## src/rtl/main_alu_pipe.sv

```systemverilog
// Pipelined ALU: single-cycle arithmetic/logic ops plus an iterative signed
// multiplier that occupies the block for WIDTH cycles per product.
module main_alu_pipe #(
    parameter int WIDTH  = 16,
    parameter int MUL_EN = 1
) (
    input  logic                 clk,
    input  logic                 rst,
    input  logic                 in_valid,
    output logic                 in_ready,
    input  logic [WIDTH-1:0]     a,
    input  logic [WIDTH-1:0]     b,
    input  logic [2:0]           alu_control,
    output logic                 out_valid,
    output logic [2*WIDTH-1:0]   result,
    output logic                 overflow,
    output logic                 zero,
    output logic                 dbg_state_o
);
    // Handshake: an operation is taken on a rising edge where in_valid and
    // in_ready are both high; in_valid without in_ready is simply dropped.
    localparam int W2  = 2 * WIDTH;
    localparam int MSB = WIDTH - 1;
    localparam int CW  = $clog2(WIDTH);

    typedef enum logic {S_IDLE, S_MUL} state_t;

    state_t            state_q;
    logic [W2-1:0]     mcand_q;
    logic [W2-1:0]     acc_q;
    logic [WIDTH-1:0]  mplier_q;
    logic              neg_q;
    logic [CW-1:0]     cnt_q;
    logic [W2-1:0]     result_q;
    logic              ovf_q;
    logic              zero_q;
    logic              out_valid_q;

    logic              accept;
    logic              is_mul;
    logic [WIDTH-1:0]  sum_d;
    logic [WIDTH-1:0]  diff_d;
    logic [W2-1:0]     alu_res_d;
    logic              alu_ovf_d;
    logic [WIDTH-1:0]  a_mag;
    logic [WIDTH-1:0]  b_mag;
    logic [W2-1:0]     acc_d;
    logic [W2-1:0]     prod_d;
    logic              prod_ovf_d;
    logic              mul_last;

    assign in_ready    = rst && (state_q == S_IDLE);
    assign accept      = in_valid && in_ready;
    assign is_mul      = (alu_control == 3'b110) && (MUL_EN != 0);
    assign out_valid   = out_valid_q;
    assign result      = result_q;
    assign overflow    = ovf_q;
    assign zero        = zero_q;
    assign dbg_state_o = (state_q == S_MUL);

    always_comb begin
        sum_d     = a + b;
        diff_d    = a - b;
        alu_res_d = '0;
        alu_ovf_d = 1'b0;
        case (alu_control)
            3'b000: begin
                alu_res_d[MSB:0] = sum_d;
                alu_ovf_d = (a[MSB] == b[MSB]) && (sum_d[MSB] != a[MSB]);
            end
            3'b001: begin
                alu_res_d[MSB:0] = diff_d;
                alu_ovf_d = (a[MSB] != b[MSB]) && (diff_d[MSB] != a[MSB]);
            end
            3'b010:  alu_res_d[MSB:0] = b;
            3'b011:  alu_res_d = {a, b};
            3'b100:  alu_res_d[MSB:0] = a & b;
            default: alu_res_d[MSB:0] = a | b;
        endcase
    end

    // Multiply magnitudes unsigned and fix the sign at the end; |-2^(W-1)|
    // still fits in WIDTH unsigned bits, so the most negative pair is exact.
    assign a_mag      = a[MSB] ? (~a + WIDTH'(1)) : a;
    assign b_mag      = b[MSB] ? (~b + WIDTH'(1)) : b;
    assign acc_d      = acc_q + (mplier_q[0] ? mcand_q : '0);
    assign prod_d     = neg_q ? (~acc_d + W2'(1)) : acc_d;
    assign prod_ovf_d = !((&prod_d[W2-1:MSB]) || !(|prod_d[W2-1:MSB]));
    assign mul_last   = (cnt_q == CW'(WIDTH - 1));

    always_ff @(posedge clk or negedge rst) begin
        if (!rst) begin
            state_q     <= S_IDLE;
            mcand_q     <= '0;
            acc_q       <= '0;
            mplier_q    <= '0;
            neg_q       <= 1'b0;
            cnt_q       <= '0;
            result_q    <= '0;
            ovf_q       <= 1'b0;
            zero_q      <= 1'b0;
            out_valid_q <= 1'b0;
        end else begin
            out_valid_q <= 1'b0;
            case (state_q)
                S_IDLE: begin
                    if (accept) begin
                        if (is_mul) begin
                            state_q  <= S_MUL;
                            mcand_q  <= {{WIDTH{1'b0}}, a_mag};
                            mplier_q <= b_mag;
                            acc_q    <= '0;
                            neg_q    <= a[MSB] ^ b[MSB];
                            cnt_q    <= '0;
                        end else begin
                            result_q    <= alu_res_d;
                            ovf_q       <= alu_ovf_d;
                            zero_q      <= (alu_res_d[MSB:0] == '0);
                            out_valid_q <= 1'b1;
                        end
                    end
                end
                S_MUL: begin
                    acc_q    <= acc_d;
                    mcand_q  <= mcand_q << 1;
                    mplier_q <= mplier_q >> 1;
                    cnt_q    <= cnt_q + CW'(1);
                    if (mul_last) begin
                        state_q     <= S_IDLE;
                        result_q    <= prod_d;
                        ovf_q       <= prod_ovf_d;
                        zero_q      <= (prod_d == '0);
                        out_valid_q <= 1'b1;
                    end
                end
                default: state_q <= S_IDLE;
            endcase
        end
    end
endmodule
```

## config.mk

```make
export PLATFORM = sky130hd
export DESIGN_NAME = main_alu_pipe
export DESIGN_NICKNAME = d
export VERILOG_FILES = /design/src/rtl/main_alu_pipe.sv
export SDC_FILE = /design/constraint.sdc
export NUM_CORES = 1
export LEC_CHECK = 0
export ABC_CLOCK_PERIOD_IN_PS = 10650
export CAP_MARGIN = 20
export CORE_MARGIN = 5
export CORE_UTILIZATION = 35
export DETAILED_ROUTE_END_ITERATION = 8
export PLACE_DENSITY = 0.59
export SYNTH_ARGS = -nofsm -noshare
export SYNTH_HDL_FRONTEND = slang
export SYNTH_SLANG_ARGS = --single-unit
```

## constraint.sdc

```tcl
create_clock -name clk -period 10.65 [get_ports clk]
set_input_delay 1.065 -clock clk [delete_from_list [all_inputs] [get_ports clk]]
set_output_delay 1.065 -clock clk [all_outputs]
set_load 0.05 [all_outputs]
```

Yosys cells after proc, flatten, opt, wreduce, memory -nomap -nowiden
Index checks and enable logic that the tools add are counted.
{ "classes": {"div": 0, "n_bitwise": 7, "n_eq_ne": 14, "mux": 39, "n_reduce_logical": 16, "addsub": 7, "n_shift": 0, "n_mul": 0, "magnitude_cmp": 0} }
{ "ops": {"columns": ["cell", "n"], "rows": [
  ["two-way mux 32 bit", 9],
  ["one-hot mux 32 bit (2 select lines)", 3],
  ["two-way mux 16 bit", 5],
  ["one-hot mux 16 bit (4 select lines)", 1],
  ["adder 16 x 1 -> 16 bit, second input constant", 2],
  ["adder 32 x 1 -> 32 bit, second input constant", 1],
  ["adder 32 bit", 1],
  ["zero test 32 bit", 1],
  ["NOT 16 bit", 2],
  ["NOT 32 bit", 1],
  ["one-hot mux 16 bit (2 select lines)", 1],
  ["AND reduction 17 bit", 1],
  ["OR reduction 17 bit", 1],
  ["adder 16 bit", 1],
  ["bitwise AND 16 bit", 1],
  ["zero test 16 bit", 1],
  ["bitwise OR 16 bit", 1],
  ["subtractor 16 bit", 1],
  ["two-way mux 1 bit", 12],
  ["one-hot mux 1 bit (2 select lines)", 5],
  ["two-way mux 4 bit", 2],
  ["one-hot mux 4 bit (2 select lines)", 1],
  ["== test 3 x 2 -> 1 bit, second input constant", 2],
  ["== test 3 bit, second input constant", 2],
  ["16 further kinds", 25]
]} }
{ "word_totals": {"latchBits": 0, "out_inout_bits": 37, "register_bits": 121, "in_bits": 38, "ramBits": 0, "romBits": 0, "mem_count": 0} }

Depth between registers and ports, before layout
{ "logic_depth": {"word_depth": 11, "depth_mapped": 17} }

Worst setup path after synthesis
Ideal clock, no wire load.
{ "synth_path": {"kind": "reg-to-reg", "start": "reg mplier_q[0]", "end": "reg ovf_q, in the netlist overflow", "slack_ns": 5.789, "t_arrival_ns": 4.728, "path_stages_with_launch": 18, "synth_period_minus_slack_ns": 4.861, "path_cell_list": "dfrtp_1 -> clkbuf_1 -> and2_1 -> ha_1 -> clkbuf_1 -> and4_1 -> and2_1 -> nor4b_1 -> nor2_2 -> xnor2_2 -> or4_4 -> or4_1 -> buf_2 -> or4_4 -> o311ai_2 -> o211ai_1 -> a2111oi_0 -> o32ai_1"} }
{ "synth_via": {"elab_chain_len": 11} }
{ "synth_lines": {"columns": ["element", "line_no", "rtl"], "rows": [
  ["from (decl)", "31", "logic [WIDTH-1:0] mplier_q;"],
  ["from (signal assigned)", "111", "mplier_q <= b_mag;"],
  ["from (signal assigned)", "126", "mplier_q <= mplier_q >> 1;"],
  ["two-way mux 32 bit *", "86", "assign acc_d = acc_q + (mplier_q[0] ? mcand_q : '0);"],
  ["adder 32 bit *", "86", null],
  ["NOT 32 bit", "87", "assign prod_d = neg_q ? (~acc_d + W2'(1)) : acc_d;"],
  ["adder 32 x 1 -> 32 bit", "87", null],
  ["two-way mux 32 bit *", "87", null],
  ["OR reduction 17 bit", "88", "assign prod_ovf_d = !((&prod_d[W2-1:MSB]) || !(|prod_d[W2-1:MSB]));"],
  ["zero test 1 bit", "88", null],
  ["logical OR 1 bit *", "88", null],
  ["zero test 1 bit *", "88", null],
  ["two-way mux 1 bit *", "128", "if (mul_last) begin"],
  ["one-hot mux 1 bit (2 select lines) *", "105", "case (state_q)"],
  ["to (signal assigned)", "117", "ovf_q <= alu_ovf_d;"],
  ["to (signal assigned)", "131", "ovf_q <= prod_ovf_d;"],
  ["to (decl)", "35", "logic ovf_q;"]
]} }
Every way passes the cells marked *; elsewhere a longest branch is shown, timed or not. The select of a mux whose other input is x is not followed.
A chain may end at the register's enable or synchronous reset.

Worst setup path in the final report
Same ends and word-level chain as after synthesis.

==> summary.txt <==
Run status
  • Status: finished clean

CTS
  • H-Tree Depth: 4
  • CTS Root Cell: clkbuf_16
  • Max Root-Sink Buffers: 2
  • Reg clk slew, reported paths: roughly 0.070 ns
  • Clock sink total: 121
  • CTS buffer count: 17
  • Worst-Skew Late Latency: 0.43 ns
  • Post-CTS Setup Inserts: 0
  • # resized after CTS: 0
  • Cts-stage hold buffer count: 0
  • CTS tree: yes

Setup path
  • R2R depth: 15
  • Startpoint types: flip-flop
  • CP max FO: 28
  • Critical Path RT: 10.96 ns
  • Arrival time worst endpoint: roughly 6 ns
  • Worst setup EP type: flip-flop
  • Crit Path Class: reg2reg

Yosys
  • Post-synthesis sequential area ratio: 27.0%
  • Most used DFF post-synth: dfrtp_1
  • Gate Count Post-Synth: 1461
  • Synth Area in Simple Gates: 22.0%
  • Post-synthesis mux area share: 1.24%
  • Syn_nets: approximately 1600
  • Xor/xnor cell area share of the yosys netlist: 5.45%
  • Post-synth EDFFs: 0
  • Synthesized area per cell: 7.68 µm²
  • Synth cell types: between 80 and 90
  • Mapped cell area: 11200 µm²
  • Post-synthesis adder-cell area fraction: roughly a tenth
  • Post-synthesis async set-or-reset flop share: 100%
  • Yosys warning count: 0
  • Complex-gate fraction of the synthesized area: 29.5%
  • Yosys reg bits: 121
  • Largest family of logic cells by synthesized area: compound AO/OA/AOI/OAI gates

Routing
  • Vias/cell: 5.97
  • Vias: 11408
  • Post-route ant nets: 0
  • Detailed-route DRC error count: 0
  • 1st-iter DRT viols: 937
  • Routed wire per std cell: between 20 and 25 µm
  • Length of the first detailed-routing pass in iterations: 6
  • Post-Route WL: 39.7 mm

Timing
  • Fin. max-slew vios: 0
  • RSZ-0062 raised after global routing: false
  • Slew HR: 24.6%
  • Minimum clock period: 5.68 ns
  • Final setup viols: 0
  • Period utilisation layout: 53.3%
  • FMAX: roughly 180 MHz
  • Hold Violations, Final: 0
  • Total negative slack: 0 ns
  • Worst Skew: approximately 0.015 ns
  • Slew @ Worst Pin: 1.13 ns

Placement
  • Port Buf Inserts: 74
  • Routability cong.: approximately 0.95
  • Placed instance area: 12400 µm²
  • Post-DP HPWL: approximately 30 mm

Cells and area
  • # fillers: between 3000 and 4000
  • Layout cells sized above 1: 6.36%
  • Most frequent cells in the layout: nand2_1, o21ai_0, nor2_1
  • Register area: 3030 µm²
  • Commonest non-fill, non-tap cell in the layout: nand2_1
  • Finished Cell Area: 13000 µm²
  • # nets final: around 1600
  • Multi-input combinational cell area: 7620 µm²
  • Antenna cells: 0
  • Layout area overhead: 15.5%

Power and ir drop
  • P_sw: about 1600 µW
  • Switch share: between 40% and 50%
  • Clock Power Share: 18.4%
  • Comb power frac: 56.4%
  • Flop pwr share: 25.2%
  • VDD IR-drop max: 0.000124 V
  • Int Power: 1580 µW
  • Pleak: 0.00552 µW
  • Power density over the cells: 244 nW/µm²
  • Total chip power: 3160 µW

Hold path
  • Hold Path Depth: 2
  • Worst Hold Class: reg2reg

Flow run
  • Max-cap violations: 0

GRT
  • Grt total ovfl: 0
  • Vias in the first global route: 11089
  • Initial antenna violation count: 0
  • First-pass GRT wire length: 63.0 mm
  • Largest net degree at the start of global routing: 130
  • Total track usage: 22.0%

Die
  • I/O pin count: 75
  • Die area: 35700 µm²
  • Die Wd: 189 µm
  • Starting Density: 35.5%
  • Placement row count: 65
  • Core Area: 31600 µm²
  • Die height: 189 µm
-- metal layers --
metal,global-route usage (%),share of wire (%),vias to the layer above
met1,29.3,43,5487
met2,36.9,48,422
met4,6.98,2.9,0
met5,0,0,-
li1,-,-,5434
met3,3.43,6.1,65
-- per-stage QoR --
stage          instances  hold slack, ns  util, %  setup WS (ns)
2_1_floorplan       1461           0.456        -           5.79
3_3_place_gp        1877           0.468     39.0           4.84
3_5_place_dp        1878           0.476     39.1           4.68
4_1_cts             1910           0.489     40.9           4.63
5_1_grt             1911           0.512     41.0           4.52
6_report            1911           0.484     41.0           4.97
-- critical path, cell delays in order, from the launching register on --
cell	delay [ns]
dfrtp_1	0.47
buf_16	0.21
and2_1	0.16
ha_1	0.48
o21a_1	0.30
a21oi_2	0.12
nor4b_1	0.75
nor2_2	0.13
xnor2_2	0.26
or4_4	0.55
or4_1	0.60
or4_4	0.57
o311ai_2	0.36
o211ai_1	0.17
a2111oi_0	0.32
o32ai_1	0.12
-- synthesized netlist by cell type, types with 5 or more instances --
cell type	instances	share of area [%]
o21ai_0	144	6.4
nor2_1	129	4.3
nand2_1	182	6.1
nand3_1	27	1.2
o211ai_1	9	0.60
o31ai_1	21	1.4
nor3_1	44	2.0
buf_1	10	0.33
xor2_1	15	1.2
a32oi_1	5	0.39
ha_1	82	9.1
o21bai_1	8	0.54
xnor2_1	53	4.1
nand4_1	20	1.1
or3_1	8	0.45
clkbuf_1	70	2.3
a211oi_1	16	1.1
nor3b_1	6	0.40
a22o_1	13	1.0
inv_1	67	2.2
or4_1	6	0.40
a32o_1	5	0.45
o21a_1	11	0.74
and2_1	41	2.3
mux2_2	7	0.70
mux2i_1	6	0.54
a22oi_1	6	0.40
nor4_1	15	0.84
or2_2	8	0.45
a221o_1	5	0.45
a21o_1	21	1.4
o22ai_1	8	0.45
a21oi_1	101	4.5
dfrtp_1	121	27
o41ai_1	9	0.70
and3_1	18	1.0
o221ai_1	14	1.1
a2111oi_0	13	1.0
a221oi_1	14	1.1
a31oi_1	20	1.1
-- state kept, by name, summed over array words and instances (netlist names) --
register and count:
cnt_q 4, mcand_q 32, dbg_state_o 1, zero 1
result 32, out_valid 1, neg_q 1, acc_q 32
overflow 1, mplier_q 16
-- worst paths after layout --
check	startpoint	end	slack, ns
worst max-delay path	mplier_q[0]	overflow	4.97
worst min-delay path	result[9]	result[9]	0.48
worst max register to register	mplier_q[0]	overflow	4.97
worst min register to register	result[9]	result[9]	0.48
max in group asynchronous	rst	dbg_state_o	9.10
min in group asynchronous	rst	acc_q[24]	0.55
-- layout make-up --
class,instances,area share [%]
clock buffers,19,3.42
well taps,402,3.88
flip-flops and latches,121,23.4
multi-input cells,1188,58.8
inverters,69,2.00
repair buffers,99,7.46
clock inverters,13,1.01
-- power groups by stage --
stage          Sequential, µW  Combinational (µW)  Clock (µW)
5_1_grt                   821                1950         609
3_5_place_dp              810                1760           0
2_1_floorplan             943                1050           0
4_1_cts                   804                1770         591
3_3_place_gp              807                1750           0
6_report                  798                1790         581
-- logic make-up (layout without fill, tap and decap cells) --
| logic type | Yosys count | count (layout) |
|---|---|---|
| simple gates | 524 | 524 |
| compound gates | 497 | 497 |
| buf+inv | 152 | 200 |
| flops | 121 | 121 |
| fa+ha+maj | 85 | 85 |
| xor+xnor | 69 | 69 |
| mux | 13 | 13 |
Note: power is estimated with default switching activity, not from simulation.
